$ cat src/rtl/sha256_pkg.sv
// ----------------------------------------------------------------------------
// sha256_pkg
//   Shared definitions for the SHA256 message padder:
//     - pad_state_e    : padder FSM state encoding
//     - PAD_BYTE       : the 0x80 terminator byte appended after the message
//     - WORDS_PER_BLK  : 16-bit words per 512-bit block
//     - LEN_WORD_IDX   : block word index where the 64-bit length field starts
//     - LEN_WORDS      : number of 16-bit words in the length field
//     - len_word()     : selects one 16-bit slice of the 64-bit length,
//                        most significant slice first
// ----------------------------------------------------------------------------
package sha256_pkg;

    typedef enum logic [2:0] {
        IDLE  = 3'd0,
        INIT  = 3'd1,
        DATA  = 3'd2,
        PAD80 = 3'd3,
        ZERO  = 3'd4,
        LEN   = 3'd5,
        DONE  = 3'd6
    } pad_state_e;

    localparam logic [7:0]          PAD_BYTE      = 8'h80;
    localparam int                  WORDS_PER_BLK = 32;
    localparam int                  IDX_W         = $clog2(WORDS_PER_BLK);
    localparam logic [IDX_W-1:0]    LEN_WORD_IDX  = IDX_W'(28);
    localparam int                  LEN_WORDS     = 4;

    // sel = 0 returns bits [63:48], sel = 3 returns bits [15:0].
    function automatic logic [15:0] len_word(input logic [63:0] bitlen,
                                             input logic [1:0]  sel);
        logic [15:0] w;
        unique case (sel)
            2'd0:    w = bitlen[63:48];
            2'd1:    w = bitlen[47:32];
            2'd2:    w = bitlen[31:16];
            default: w = bitlen[15:0];
        endcase
        return w;
    endfunction

endpackage

$ cat src/rtl/sha256_pad_wordbuf.sv
// ----------------------------------------------------------------------------
// sha256_pad_wordbuf
//   Byte-to-word packer plus the single holding register that presents one
//   16-bit word to the SHA256 core.
//
//   Handshake: o_load is high while a word is held; o_data is stable for the
//   whole time o_load is high. The word is retired on the clock edge where
//   i_ack is sampled high together with o_load. At most one word is ever
//   outstanding; all push inputs are ignored while o_full is high.
//
//   Ports:
//     clk, rst     : clock, synchronous active-high reset
//     i_clear      : drop any held byte/word (start of a new message)
//     i_byte_push  : push one message byte (first byte becomes the high byte)
//     i_byte       : the byte to push
//     i_word_push  : load a complete 16-bit word (zero fill / length words)
//     i_word       : the word to load
//     i_flush80    : close the message: {held_hi, 8'h80} or 16'h8000
//     i_ack        : core acknowledge
//     o_full       : a word is held and waiting for ack
//     o_load       : core load strobe (same as o_full)
//     o_data       : held word
//     o_retire     : held word is acked this cycle
// ----------------------------------------------------------------------------
module sha256_pad_wordbuf
    import sha256_pkg::*;
(
    input  logic        clk,
    input  logic        rst,
    input  logic        i_clear,
    input  logic        i_byte_push,
    input  logic [7:0]  i_byte,
    input  logic        i_word_push,
    input  logic [15:0] i_word,
    input  logic        i_flush80,
    input  logic        i_ack,
    output logic        o_full,
    output logic        o_load,
    output logic [15:0] o_data,
    output logic        o_retire
);

    logic [7:0]  r_hi;
    logic        r_hi_valid;
    logic [15:0] r_word;
    logic        r_full;

    always_ff @(posedge clk) begin
        if (rst) begin
            r_hi       <= 8'h00;
            r_hi_valid <= 1'b0;
            r_word     <= 16'h0000;
            r_full     <= 1'b0;
        end else if (i_clear) begin
            r_hi_valid <= 1'b0;
            r_full     <= 1'b0;
        end else begin
            if (r_full && i_ack) begin
                r_full <= 1'b0;
            end
            // Pushes only land when nothing is outstanding, so a push and a
            // retire can never collide on the same edge.
            if (i_byte_push && !r_full) begin
                if (r_hi_valid) begin
                    r_word     <= {r_hi, i_byte};
                    r_full     <= 1'b1;
                    r_hi_valid <= 1'b0;
                end else begin
                    r_hi       <= i_byte;
                    r_hi_valid <= 1'b1;
                end
            end else if (i_flush80 && !r_full) begin
                // An odd-length message leaves its last byte waiting for a
                // partner; the terminator fills the low half of that word.
                r_word     <= r_hi_valid ? {r_hi, PAD_BYTE} : {PAD_BYTE, 8'h00};
                r_full     <= 1'b1;
                r_hi_valid <= 1'b0;
            end else if (i_word_push && !r_full) begin
                r_word <= i_word;
                r_full <= 1'b1;
            end
        end
    end

    assign o_full   = r_full;
    assign o_load   = r_full;
    assign o_data   = r_word;
    assign o_retire = r_full && i_ack;

endmodule

$ cat src/rtl/sha256_padder.sv
// ----------------------------------------------------------------------------
// sha256_padder
//   Pads a byte-stream message (0x80 terminator, zero fill, 64-bit big-endian
//   bit length) and feeds it to the SHA256 core as 16-bit words, so the core
//   only ever sees whole 512-bit blocks of 32 words.
//
//   Optional build macro: SHA256_PAD_BLKCNT_EN adds blk_count[15:0], the
//   number of blocks sent for the current message (saturating).
//
//   Ports:
//     clk, rst    : clock, synchronous active-high reset
//     start       : begin a message (ignored unless idle)
//     in_valid    : in_data holds a byte
//     in_data     : message byte, first byte most significant
//     in_ready    : byte accepted when in_valid & in_ready
//     end_msg     : close the message; a byte accepted with it is included
//     core_init   : one-cycle init pulse to the core
//     core_load   : word valid to the core, held until core_ack
//     core_idata  : word to the core
//     core_ack    : core accepted core_idata
//     busy        : high from start until the last length word is acked
//     msg_done    : one-cycle pulse after the final word is acked
//     dbg_state   : current FSM state (pad_state_e encoding)
//     blk_count   : blocks sent for this message (SHA256_PAD_BLKCNT_EN only)
// ----------------------------------------------------------------------------
module sha256_padder
    import sha256_pkg::*;
#(
    parameter int LEN_W = 64
) (
    input  logic        clk,
    input  logic        rst,
    input  logic        start,
    input  logic        in_valid,
    input  logic [7:0]  in_data,
    output logic        in_ready,
    input  logic        end_msg,
    output logic        core_init,
    output logic        core_load,
    output logic [15:0] core_idata,
    input  logic        core_ack,
    output logic        busy,
    output logic        msg_done,
    output logic [2:0]  dbg_state
`ifdef SHA256_PAD_BLKCNT_EN
    ,
    output logic [15:0] blk_count
`endif
);

    pad_state_e       r_state;
    logic             r_core_init;
    logic             r_busy;
    logic             r_msg_done;
    logic [LEN_W-1:0] r_len;
    logic [IDX_W-1:0] r_blk_idx;
    logic [2:0]       r_len_cnt;

    logic             w_full;
    logic             w_retire;
    logic             w_clear;
    logic             w_accept;
    logic             w_flush;
    logic             w_zero_push;
    logic             w_len_push;
    logic             w_word_push;
    logic [15:0]      w_word;
    logic [63:0]      w_len64;

    // ------------------------------------------------------------------
    // Datapath control. Every push waits for the holding register to be
    // empty, which keeps exactly one word outstanding to the core.
    // ------------------------------------------------------------------
    assign w_clear     = (r_state == IDLE) && start;
    assign in_ready    = (r_state == DATA) && !w_full;
    assign w_accept    = in_ready && in_valid;
    assign w_flush     = (r_state == PAD80) && !w_full;
    // The index only stops at 28 with nothing outstanding, so a PAD80 word
    // landing at 28..31 naturally runs through the wrap into a fresh block.
    assign w_zero_push = (r_state == ZERO) && !w_full && (r_blk_idx != LEN_WORD_IDX);
    assign w_len_push  = (r_state == LEN) && !w_full && (r_len_cnt != 3'(LEN_WORDS));
    assign w_word_push = w_zero_push || w_len_push;

    always_comb begin
        w_len64              = 64'h0;
        w_len64[LEN_W-1:0]   = r_len;
    end

    always_comb begin
        w_word = 16'h0000;
        if (w_len_push) begin
            w_word = len_word(w_len64, r_len_cnt[1:0]);
        end
    end

    sha256_pad_wordbuf u_wordbuf (
        .clk         (clk),
        .rst         (rst),
        .i_clear     (w_clear),
        .i_byte_push (w_accept),
        .i_byte      (in_data),
        .i_word_push (w_word_push),
        .i_word      (w_word),
        .i_flush80   (w_flush),
        .i_ack       (core_ack),
        .o_full      (w_full),
        .o_load      (core_load),
        .o_data      (core_idata),
        .o_retire    (w_retire)
    );

    // ------------------------------------------------------------------
    // Padder FSM with registered pulse/level outputs.
    // ------------------------------------------------------------------
    always_ff @(posedge clk) begin
        if (rst) begin
            r_state     <= IDLE;
            r_core_init <= 1'b0;
            r_busy      <= 1'b0;
            r_msg_done  <= 1'b0;
            r_len       <= '0;
            r_blk_idx   <= '0;
            r_len_cnt   <= 3'd0;
        end else begin
            r_core_init <= 1'b0;
            r_msg_done  <= 1'b0;

            if (w_retire) begin
                r_blk_idx <= r_blk_idx + IDX_W'(1);
            end
            if (w_accept) begin
                r_len <= r_len + LEN_W'(8);
            end
            if (w_len_push) begin
                r_len_cnt <= r_len_cnt + 3'd1;
            end

            unique case (r_state)
                IDLE: begin
                    if (start) begin
                        r_state     <= INIT;
                        r_core_init <= 1'b1;
                        r_busy      <= 1'b1;
                        r_len       <= '0;
                        r_blk_idx   <= '0;
                        r_len_cnt   <= 3'd0;
                    end
                end
                INIT: begin
                    r_state <= DATA;
                end
                DATA: begin
                    if (end_msg) begin
                        r_state <= PAD80;
                    end
                end
                PAD80: begin
                    if (!w_full) begin
                        r_state <= ZERO;
                    end
                end
                ZERO: begin
                    if (!w_full && (r_blk_idx == LEN_WORD_IDX)) begin
                        r_state <= LEN;
                    end
                end
                LEN: begin
                    // Last length word already loaded; finish on its ack.
                    if (w_retire && (r_len_cnt == 3'(LEN_WORDS))) begin
                        r_state    <= DONE;
                        r_msg_done <= 1'b1;
                        r_busy     <= 1'b0;
                    end
                end
                DONE: begin
                    r_state <= IDLE;
                end
                default: begin
                    r_state <= IDLE;
                end
            endcase
        end
    end

    assign core_init = r_core_init;
    assign busy      = r_busy;
    assign msg_done  = r_msg_done;
    assign dbg_state = r_state;

`ifdef SHA256_PAD_BLKCNT_EN
    logic [15:0] r_blk_count;

    always_ff @(posedge clk) begin
        if (rst) begin
            r_blk_count <= 16'h0000;
        end else if (w_clear) begin
            r_blk_count <= 16'h0000;
        end else if (w_retire && (r_blk_idx == IDX_W'(WORDS_PER_BLK - 1))
                     && (r_blk_count != 16'hFFFF)) begin
            r_blk_count <= r_blk_count + 16'h0001;
        end
    end

    assign blk_count = r_blk_count;
`endif

endmodule

$ cat config.mk
export PLATFORM = sky130hd
export DESIGN_NAME = sha256_padder
export DESIGN_NICKNAME = d
export VERILOG_FILES = /design/src/rtl/sha256_pkg.sv /design/src/rtl/sha256_pad_wordbuf.sv /design/src/rtl/sha256_padder.sv
export SDC_FILE = /design/constraint.sdc
export NUM_CORES = 1
export LEC_CHECK = 0
export ABC_AREA = 1
export CELL_PAD_IN_SITES_DETAIL_PLACEMENT = 1
export CELL_PAD_IN_SITES_GLOBAL_PLACEMENT = 2
export CORE_ASPECT_RATIO = 0.6
export CORE_MARGIN = 2
export CORE_UTILIZATION = 37
export DETAILED_ROUTE_END_ITERATION = 12
export DONT_BUFFER_PORTS = 1
export PLACE_DENSITY = 0.82
export SYNTH_ARGS = -nofsm -noshare
export SYNTH_HDL_FRONTEND = slang
export SYNTH_SLANG_ARGS = --single-unit
export TNS_END_PERCENT = 10
$ cat constraint.sdc
create_clock -name clk -period 3.28 [get_ports clk]
set_input_delay 0.328 -clock clk [delete_from_list [all_inputs] [get_ports clk]]
set_output_delay 0.328 -clock clk [all_outputs]
set_load 0.005 [all_outputs]
==> summary.md <==
| Metric | Value |
|---|---|
| Status | complete, no violations |
| Seq/Total Area, Yosys | 0.350 |
| Clk root buf | clkbuf_16 |
| Syn nets | 961 |
| Fraction of layout cells with a size suffix above 1 | 0.0471 |
| Core Footprint | 0.0153 sq mm |
| Setup TNS | 0 ns |
| Final setup fails | 0 |
| Post-Syn Area | 0.00578 sq mm |
| Final-layout fill cell count | 2,068 |
| Post-synth cell types | 33 |
| Slowest-stage cell, CP | nand2_2 |
| Cell Pwr Density | 534 mW/mm^2 |
| Worst IR Drop VDD | 0.000311 V |
| Post-route minimum period | 2.54 ns |
| Vias in the first global route | 6,010 |
| Die W | 165 um |
| Port bufs | 0 |
| Final WS setup | 0.738 ns |
| Initial core utilization | 0.377 |
| PostCTS Resize Cnt | 0 |
| CTS hold repair buffers | 0 |
| Syn. warnings | 0 |
| Fmax achieved | 0.393 GHz |
| Footprint of the multi-input gates | 0.00315 sq mm |
| DIE AREA | 0.0167 sq mm |
| DRC viols | 0 |
| Post-Synthesis Cells | 939 |
| CTS tree | yes |
| Synth area leaders | dfxtp_1, nand2_1, nor2_1, inv_1, o21ai_0 |
| Max-slew violation count | 0 |
| Least-Margin Pin Slew | 0.737 ns |
| Pre-Repair DR Iteration Count | 5 |
| Initial antenna violation count | 0 |
| Worst setup SP type | flop |
| Post-DR wirelength/cell | 18.8 um |
| Clk buf depth | 2 |
| Vias per cell | 5.38 |
| Largest net degree at the start of global routing | 51 |
| Routed wire length | 21.4 mm |
| Final layout net count | 952 |
| Detail Route Antenna Nets | 0 |
| Leak | 2.36 nW |
| Die H | 101 um |
| Htree depth | 3 |
| Final hold violations | 0 |
| I/O pin count | 38 |
| Place WS | 0.798 ns |
| Crit Path Class | reg2reg |
| Std-Cell Rows | 35 |
| CTS Buf Count | 9 |
| Critical path data arrival time | 2.80 ns |
| RSZ-0062 raised after global routing | no |
| Max Cap Viol | 0 |
| Layout area overhead | 7.99% |
| Sink Count | 101 |
| Grt total ovfl | 0 |
| Post-synth top area cell | dfxtp_1 |
| Flops & latches, synth | 101 |
| Final clock skew | 0.0127 ns |
| Total inserted antenna cells | 0 |
| Fin crit share | 0.775 |
| Share of the synthesized area in the top cell type | 0.350 |
| Critical Path, Cell by Cell | inv_1, ha_1, buf_4, nand2_1, nand2_1, nor2_2, buf_4, inv_2, nand3_1, nand2_2, inv_1, nor2_1, nor2_1 |
| DR iter-0 viols | 453 |
| Primary FF master, synth | dfxtp_1 |
| Vias | 6,118 |
| First-pass GRT wire length | 33.0 mm |
| CP max stage delay | 0.37 ns |
| CP Data Required Time | 3.53 ns |
| Core Util, Final | 0.407 |
| Total Routing Usage GR | 0.264 |
| GPL Wtd Cong | 0.920 |
| Worst setup EP type | flop |
| Max-slew headroom | 0.508 |
| Syn Area/Cell | 6.15 sq um |
| Post-CTS Setup Bufs | 0 |
| Number of synthesized flops with an enable pin | 0 |
| Hold WC Path Type | in2reg |
| Crit Path Max Fanout | 27 |
| HPWL after DPL | 16.9 mm |
| Register area | 0.00202 sq mm |
| Fraction of registers with async set/reset | 0 |
| Clk_lat worst skew | 0.36 ns |
| Clock slew at reported path FFs | 0.08 ns |
-- flip-flops by register name (all words and copies together), names as in the netlist --
| register | count |
|---|---|
| r_len_cnt | 3 |
| u_wordbuf.r_hi_valid | 1 |
| u_wordbuf.o_data | 16 |
| u_wordbuf.o_full | 1 |
| msg_done | 1 |
| busy | 1 |
| r_blk_idx | 5 |
| r_len | 61 |
| u_wordbuf.r_hi | 8 |
| dbg_state | 3 |
| core_init | 1 |
-- final timing paths --
kind	slack [ns]	depth (start not counted)	from	endpoint
setup / recovery	0.74	13	r_len_cnt[0]$_SDFF_PP0_	u_wordbuf.o_data[6]$_SDFFE_PP0P_
hold / removal	0.03	1	rst	busy$_SDFFE_PP0P_
setup reg to reg	0.74	13	r_len_cnt[0]$_SDFF_PP0_	u_wordbuf.o_data[6]$_SDFFE_PP0P_
hold reg to reg	0.48	2	busy$_SDFFE_PP0P_	busy$_SDFFE_PP0P_
-- where the power goes --
part	switching, mW	internal, mW	leakage, nW
combinational	0.513	0.214	1.40
sequential	0.137	1.38	0.817
clock	0.556	0.535	0.140
total	1.21	2.13	2.36
-- stage by stage --
stage	hold WS, ns	power [mW]	instances	cell area (sq um)
after global routing	0.0220	3.53	1138	6240
after CTS	0.0224	3.36	1138	6240
final	0.0311	3.33	1138	6240
after floorplan	0.397	2.08	939	5780
after detailed placement	0.401	2.27	1122	5950
after global placement	0.399	2.21	1122	5950
-- kinds of logic after synthesis --
family          count (synthesis)  synth area share
fa+ha+maj                       8            0.0173
compound gates                134             0.121
flops                         101             0.350
buf+inv                       154             0.105
xor+xnor                        7            0.0106
simple gates                  535             0.396
-- per-layer routing --
metal,global-route usage,up-vias,part of all wire
met3,0.0592,15,0.070
met1,0.411,2954,0.53
li1,-,2980,-
met2,0.371,169,0.39
met4,0.0438,0,0.0093
met5,0,-,0
-- cells in the mapped netlist (6+ instances only) --
cell type and n:
a21oi_1 58, nor2_2 6, nand3_1 55, inv_1 121, ha_1 8, o211ai_1 7, dfxtp_1 101, xnor2_1 6
nor3_1 17, o21ai_0 59, nand4_1 31, nand2_1 215, inv_2 8, nor2_1 191, clkbuf_1 16, buf_2 6
-- worst max-delay path: cells and delay by family, from the launching register on --
family                     cells  cell delay, ns
and+or+nand+nor                7            0.93
adders and majority gates      1            0.19
DFF                            1            0.35
buffers and inverters          5            0.96
-- layout by cell type (no fill, tap or decap), types with 5 or more instances in the layout --
| cell | instances |
|---|---|
| xnor2_1 | 6 |
| dfxtp_1 | 101 |
| ha_1 | 8 |
| nor2_1 | 191 |
| nand2_1 | 215 |
| nor2_2 | 6 |
| o211ai_1 | 7 |
| clkbuf_16 | 9 |
| buf_4 | 5 |
| nand4_1 | 31 |
| o21ai_0 | 59 |
| a21oi_1 | 58 |
| inv_2 | 8 |
| inv_1 | 121 |
| nor3_1 | 17 |
| nand3_1 | 55 |
-- cell type report --
type	instances	share of cell area
inverters	129	0.0776
clock inverters	7	0.0104
clock buffers	9	0.0361
multi-input cells	684	0.505
flip-flops and latches	101	0.324
repair buffers	5	0.00601
well taps	203	0.0407
Note: power is estimated with default switching activity, not from simulation.
